## config.mk

```make
export PLATFORM = sky130hd
export DESIGN_NAME = mem_bus_arbiter
export DESIGN_NICKNAME = d
export VERILOG_FILES = /design/src/rtl/mem_bus_arbiter_pkg.sv /design/src/rtl/arb_pick.sv /design/src/rtl/mem_bus_arbiter.sv
export SDC_FILE = /design/constraint.sdc
export NUM_CORES = 1
export LEC_CHECK = 0
export ABC_AREA = 0
export CORE_AREA = 3 3 205 207
export DETAILED_ROUTE_END_ITERATION = 8
export DIE_AREA = 0 0 208 210
export GPL_TIMING_DRIVEN = 0
export HOLD_SLACK_MARGIN = 0.06
export PLACE_DENSITY = 0.58
export SYNTH_ARGS = -nofsm -noshare
export SYNTH_HDL_FRONTEND = slang
export SYNTH_SLANG_ARGS = --single-unit
```

## constraint.sdc

```tcl
create_clock -name clk -period 3.7 [get_ports clk]
set_input_delay 0.37 -clock clk [delete_from_list [all_inputs] [get_ports clk]]
set_output_delay 0.37 -clock clk [all_outputs]
set_load 0.05 [all_outputs]
```

## src/rtl/mem_bus_arbiter_pkg.sv

```systemverilog
// Shared types for the ibus/dbus to cbus arbiter.
// Bus bundles, FSM state, grant id and the latched request.
package mem_bus_arbiter_pkg;

  localparam logic [2:0] MSIZE1 = 3'b000;
  localparam logic [2:0] MSIZE2 = 3'b001;
  localparam logic [2:0] MSIZE4 = 3'b010;
  localparam logic [2:0] MSIZE8 = 3'b011;

  localparam logic [1:0] AXI_BURST_FIXED = 2'b00;
  localparam logic [1:0] AXI_BURST_INCR  = 2'b01;

  typedef struct packed {
    logic        valid;
    logic [63:0] addr;
  } ibus_req_t;

  typedef struct packed {
    logic        addr_ok;
    logic        data_ok;
    logic [31:0] data;
  } ibus_resp_t;

  typedef struct packed {
    logic        valid;
    logic [63:0] addr;
    logic [2:0]  size;
    logic [7:0]  strobe;
    logic [63:0] data;
  } dbus_req_t;

  typedef struct packed {
    logic        addr_ok;
    logic        data_ok;
    logic [63:0] data;
  } dbus_resp_t;

  typedef struct packed {
    logic        valid;
    logic        is_write;
    logic [2:0]  size;
    logic [63:0] addr;
    logic [7:0]  strobe;
    logic [63:0] data;
    logic [7:0]  len;
    logic [1:0]  burst;
  } cbus_req_t;

  typedef struct packed {
    logic        ready;
    logic        last;
    logic [63:0] data;
  } cbus_resp_t;

  typedef enum logic [1:0] {
    ST_IDLE   = 2'd0,
    ST_BUSY_I = 2'd1,
    ST_BUSY_D = 2'd2
  } arb_state_t;

  typedef enum logic {
    GRANT_I = 1'b0,
    GRANT_D = 1'b1
  } grant_t;

  typedef struct packed {
    logic        is_write;
    logic [2:0]  size;
    logic [63:0] addr;
    logic [7:0]  strobe;
    logic [63:0] data;
  } saved_req_t;

  function automatic saved_req_t save_ireq(input ibus_req_t r);
    saved_req_t s;
    s.is_write = 1'b0;
    s.size     = MSIZE4;
    s.addr     = r.addr;
    s.strobe   = '0;
    s.data     = '0;
    return s;
  endfunction

  function automatic saved_req_t save_dreq(input dbus_req_t r);
    saved_req_t s;
    s.is_write = |r.strobe;
    s.size     = r.size;
    s.addr     = r.addr;
    s.strobe   = r.strobe;
    s.data     = r.data;
    return s;
  endfunction

endpackage

```

## src/rtl/arb_pick.sv

```systemverilog
// Combinational grant choice between instruction and data requesters.
// ROUND_ROBIN=0 favours data; 1 alternates on contention.
module arb_pick
  import mem_bus_arbiter_pkg::*;
#(
  parameter int ROUND_ROBIN = 0
) (
  input  logic   ivalid,
  input  logic   dvalid,
  input  grant_t last_grant,
  output logic   any,
  output grant_t grant
);

  grant_t rr_pick;

  assign rr_pick = (last_grant == GRANT_D) ? GRANT_I : GRANT_D;

  always_comb begin
    any   = ivalid | dvalid;
    grant = GRANT_D;
    unique case (1'b1)
      (ivalid && dvalid):
        grant = (ROUND_ROBIN != 0) ? rr_pick : GRANT_D;
      (ivalid && !dvalid):
        grant = GRANT_I;
      default:
        grant = GRANT_D;
    endcase
  end

endmodule

```

## src/rtl/mem_bus_arbiter.sv

```systemverilog
// Shares cbus between ibus and dbus, one single-beat txn at a time.
// Optional counters: define ARB_STATS_EN for stat_* outputs.
module mem_bus_arbiter
  import mem_bus_arbiter_pkg::*;
#(
  parameter int ROUND_ROBIN = 0
) (
  input  logic       clk,
  input  logic       reset,
  input  ibus_req_t  ireq,
  output ibus_resp_t iresp,
  input  dbus_req_t  dreq,
  output dbus_resp_t dresp,
  output cbus_req_t  creq,
  input  cbus_resp_t cresp
`ifdef ARB_STATS_EN
  ,
  output logic [63:0] stat_igrant,
  output logic [63:0] stat_dgrant,
  output logic [63:0] stat_conflict
`endif
);

  arb_state_t state;
  grant_t     last_grant;
  saved_req_t saved;

  logic   pick_any;
  grant_t pick;
  logic   done;
  logic   busy_i;
  logic   busy_d;
  logic   idle;

  arb_pick #(
    .ROUND_ROBIN(ROUND_ROBIN)
  ) u_pick (
    .ivalid    (ireq.valid),
    .dvalid    (dreq.valid),
    .last_grant(last_grant),
    .any       (pick_any),
    .grant     (pick)
  );

  assign done   = cresp.ready & cresp.last;
  assign idle   = (state == ST_IDLE);
  assign busy_i = (state == ST_BUSY_I);
  assign busy_d = (state == ST_BUSY_D);

  always_ff @(posedge clk or negedge reset) begin
    if (!reset) begin
      state      <= ST_IDLE;
      last_grant <= GRANT_I;
      saved      <= '0;
    end else begin
      unique case (state)
        ST_IDLE: begin
          if (pick_any) begin
            last_grant <= pick;
            if (pick == GRANT_D) begin
              saved <= save_dreq(dreq);
              state <= ST_BUSY_D;
            end else begin
              saved <= save_ireq(ireq);
              state <= ST_BUSY_I;
            end
          end
        end
        ST_BUSY_I, ST_BUSY_D: begin
          if (done) state <= ST_IDLE;
        end
        default: state <= ST_IDLE;
      endcase
    end
  end

  // cbus is fed purely from the latched request.
  always_comb begin
    creq          = '0;
    creq.valid    = !idle;
    creq.is_write = saved.is_write;
    creq.size     = saved.size;
    creq.addr     = saved.addr;
    creq.strobe   = saved.strobe;
    creq.data     = saved.data;
    creq.len      = 8'd0;
    creq.burst    = AXI_BURST_FIXED;
  end

  always_comb begin
    iresp         = '0;
    iresp.addr_ok = busy_i & done;
    iresp.data_ok = busy_i & done;
    if (busy_i)
      iresp.data = saved.addr[2] ? cresp.data[63:32]
                                 : cresp.data[31:0];
  end

  always_comb begin
    dresp         = '0;
    dresp.addr_ok = busy_d & done;
    dresp.data_ok = busy_d & done;
    if (busy_d)
      dresp.data = cresp.data;
  end

`ifdef ARB_STATS_EN
  always_ff @(posedge clk or negedge reset) begin
    if (!reset) begin
      stat_igrant   <= '0;
      stat_dgrant   <= '0;
      stat_conflict <= '0;
    end else begin
      if (idle && pick_any && pick == GRANT_I)
        stat_igrant <= stat_igrant + 64'd1;
      if (idle && pick_any && pick == GRANT_D)
        stat_dgrant <= stat_dgrant + 64'd1;
      if (idle && ireq.valid && dreq.valid)
        stat_conflict <= stat_conflict + 64'd1;
    end
  end
`endif

endmodule

```

==> results.json <==
{
  "die_width_um": 208,
  "maxCapViolations": 0,
  "clk_pin_slew_worst_setup_hold_paths_ns": 0.06,
  "dp.final_hpwl_mm": 26.01,
  "layout.area.seq_um2": 3553,
  "worst_slew_pin_slew_ns": 0.7226,
  "dp.cells": 1680,
  "floorplan.core_area_um2": 40550,
  "cell_area_after_technology_mapping_um2": 7093,
  "diodes": 0,
  "clockPowerShare_pct": 12.6,
  "groute.layer.met3.usage_pct": 4.361,
  "clock-skew-final_ns": 0.007580,
  "mapped_cells": 625,
  "synth.yosys.seq_area_share_pct": 50.10,
  "globalRouteTotalUtil_pct": 14.42,
  "cts_repair_resize_count": 0,
  "critical_path_fanout_max": 10,
  "cts.path.max_buffers": 2,
  "slew_headroom_pct": 51.83,
  "timing.final.hold_violations": 0,
  "die_h_um": 210,
  "critPathLaunchType": "register",
  "drt_drc_violations_left": 0,
  "yosys_warnings": 0,
  "number_of_fill_cells_in_the_layout": 4170,
  "design_area_um2": 13520,
  "post_dp_cell_area_um2": 12960,
  "grt_antenna_before_repair": 0,
  "first_global_vias": 7417,
  "p_seq_share_pct": 21.4,
  "buffer_ports.inserted": 513,
  "yosys-top-cells-count": "142 x dfrtp_1, 96 x mux2i_1, 75 x a22o_1",
  "cts_htree_levels": 4,
  "wirelength_mm": 32.24,
  "globalRouteMet2Util_pct": 25.76,
  "grt_pass1_wl_mm": 47.87,
  "io_pins": 524,
  "pin_count_of_the_biggest_net_entering_global_routing": 73,
  "power_leakage_nw": 5.590,
  "netSwitchingPower_mw": 6.800,
  "cts_inserted_buffers": 17,
  "synth-main-ff-cell": "dfrtp_1",
  "synth.ff_latch_count": 142,
  "asyncSetResetFlopFracSynth_pct": 100.0,
  "synthesis_to_layout_area_growth_pct": 90.56,
  "worst-endpoint-arrival_ns": 2.97,
  "layout_worst_path_cycle_share_pct": 90.25,
  "setup_repair_after_global_routing_missed_its_margin": "no",
  "clkLatencyLatePin_ns": 0.43,
  "timing.final.crit_period_ns": 3.339,
  "synth_top_cell_area_share_pct": 50.10,
  "tritoncts": "done",
  "holdCritPathClass": "reg -> reg",
  "synth.top_cells.by_area": "dfrtp_1 50%, mux2i_1 14%, a22o_1 9.3%",
  "grt_peak_use_layer": "met2",
  "vias_post_dr": 6783,
  "worst_setup_path_end_kind": "output pin",
  "row_count": 74,
  "routedWlPerCell_um": 18.82,
  "timing.final.max_slew_violations": 0,
  "num-nets-final": 1444,
  "power.share.switching_pct": 52.27,
  "ant_nets": 0,
  "first_pass_iteration_count_of_the_detailed_router": 4,
  "global_route_congestion_overflow_total": 0,
  "final_cell_count_no_fill": 1713,
  "fin_ws_ns": 0.3606,
  "cts_sinks": 142,
  "drt-initial-drc-count": 190,
  "synth_enable_flop_cells": 0,
  "vdd_drop_max_mv": 0.6092,
  "worstPathRequired_ns": 3.33,
  "cts_root_buf": "clkbuf_16",
  "setup_viol": 0,
  "viasPerCell": 3.960,
  "die_area_um2": 43680,
  "power.density_nw_per_um2": 962.5,
  "critical_setup_path_class": "reg -> out",
  "avgSynthCellArea_um2": 11.35,
  "post_route_cells_drive_above_1_share_pct": 8.721,
  "synth.most_common_cell": "dfrtp_1",
  "achievable-frequency_mhz": 299.5,
  "post_cts_setup_repair_buffer_count": 0,
  "area_of_the_multi_input_gates_um2": 3042,
  "combinationalPowerShare_pct": 66.0,
  "internal-power_mw": 6.210,
  "grt_util_met1_pct": 16.58,
  "netlist-cell-type-count": 27,
  "outcome": "complete, no violations",
  "gp_congestion": 0.8371,
  "dpl_worst_slack_ns": 0.6913,
  "initial_core_util_pct": 17.49,
  "synth_area_leader_cell": "dfrtp_1"
}
timing repair:
| action | 4_1_cts | 5_1_grt |
|---|---|---|
| endpoints found under the hold margin | 71 | 0 |
| endpoints found under the setup margin | 0 | 0 |
| hold buffers | 1 | 0 |
layout by cell type, fill, tap and decap left out, types with 2 or more instances in the layout:
cell / Yosys / routed
clkdlybuf4s50_1: 0 / 512
dfrtp_1: 142 / 142
mux2i_1: 96 / 96
a22o_1: 75 / 75
nand2_1: 66 / 66
and2_1: 65 / 65
o21ai_1: 40 / 40
nor2b_1: 32 / 32
o21ai_2: 20 / 20
clkbuf_1: 17 / 17
clkbuf_16: 0 / 17
buf_2: 16 / 16
buf_4: 13 / 13
conb_1: 1 / 10
buf_12: 7 / 7
buf_8: 6 / 6
o21ai_0: 6 / 6
buf_6: 4 / 5
clkinvlp_4: 0 / 5
inv_1: 4 / 4
clkinv_2: 0 / 4
ha_1: 3 / 3
clkbuf_8: 0 / 3
inv_6: 0 / 3
and3_1: 2 / 2
a21oi_1: 2 / 2
nor4_1: 2 / 2
metrics by stage:
stage / hold WS, ns / util, % / TNS (ns) / power [mW]
6_report: 0.4789 / 33.33 / 0 / 13.01
5_1_grt: 0.4943 / 33.33 / 0 / 13.64
4_1_cts: 0.4831 / 33.33 / 0 / 13.21
3_5_place_dp: 0.4446 / 31.95 / 0 / 11.49
3_3_place_gp: 0.4628 / 31.88 / -551.63 / 11.47
2_1_floorplan: 0.07441 / - / 0 / 8.252
flip-flops by register name (all words and copies together) (netlist names):
| register | count |
|---|---|
| creq | 140 |
| state | 2 |
path summary, 6_finish.rpt:
| kind | endpoint | start | slack [ns] | cells past startpoint |
|---|---|---|---|---|
| max reg2reg | creq[136]$_DFFE_PN0P_ | state[1]$_DFFE_PN0P_ | 1.88 | 8 |
| max in group asynchronous | creq[20]$_DFFE_PN0P_ | reset | 2.36 | 3 |
| min | creq[120]$_DFFE_PN0P_ | creq[120]$_DFFE_PN0P_ | 0.48 | 2 |
| min reg2reg | creq[120]$_DFFE_PN0P_ | creq[120]$_DFFE_PN0P_ | 0.48 | 2 |
| min in group asynchronous | creq[57]$_DFFE_PN0P_ | reset | 0.52 | 2 |
| max | dresp[49] | state[0]$_DFFE_PN0P_ | 0.36 | 6 |
worst max-delay path: stages (launching register included):
cell and delay (ns):
dfrtp_1 0.38, inv_1 0.10, ha_1 0.17, clkbuf_1 0.41
clkbuf_1 0.45, and2_1 0.19, clkdlybuf4s50_1 0.82
area by class of cell:
| class | instances | share of cell area (%) |
|---|---|---|
| Tap cell | 532 | 4.925 |
| Inverter | 4 | 0.1111 |
| Timing Repair Buffer | 515 | 38.28 |
| Clock inverter | 12 | 0.6202 |
| Multi-Input combinational cell | 425 | 22.50 |
| Buffer | 63 | 3.823 |
| Clock buffer | 20 | 3.453 |
| Sequential cell | 142 | 26.29 |
power by group through the flow:
stage	Clock, mW	Sequential [mW]	Combinational (mW)
floorplan	0	5.45	2.80
global placement	0	2.80	8.67
detailed placement	0	2.79	8.70
CTS	1.70	2.80	8.71
global route	1.76	2.89	8.99
finish	1.64	2.79	8.58
metal layers:
| layer | wire length [µm] | up-vias |
|---|---|---|
| met4 | 631 | 0 |
| met1 | 12860 | 3185 |
| met3 | 2290 | 27 |
| met5 | 0 | - |
| li1 | - | 3254 |
| met2 | 16460 | 317 |
logic make-up after synthesis:
group                      after synthesis  share of synthesized area, %
other                                    1                       0.05287
adders and majority gates                3                        0.5293
AOI/OAI and AO/OA                      147                         15.70
muxes                                   96                         13.55
and+or+nand+nor                        169                         12.58
buffers and inverters                   67                         7.497
DFF                                    142                         50.10
No activity file was read; power rests on OpenSTA's default activity.
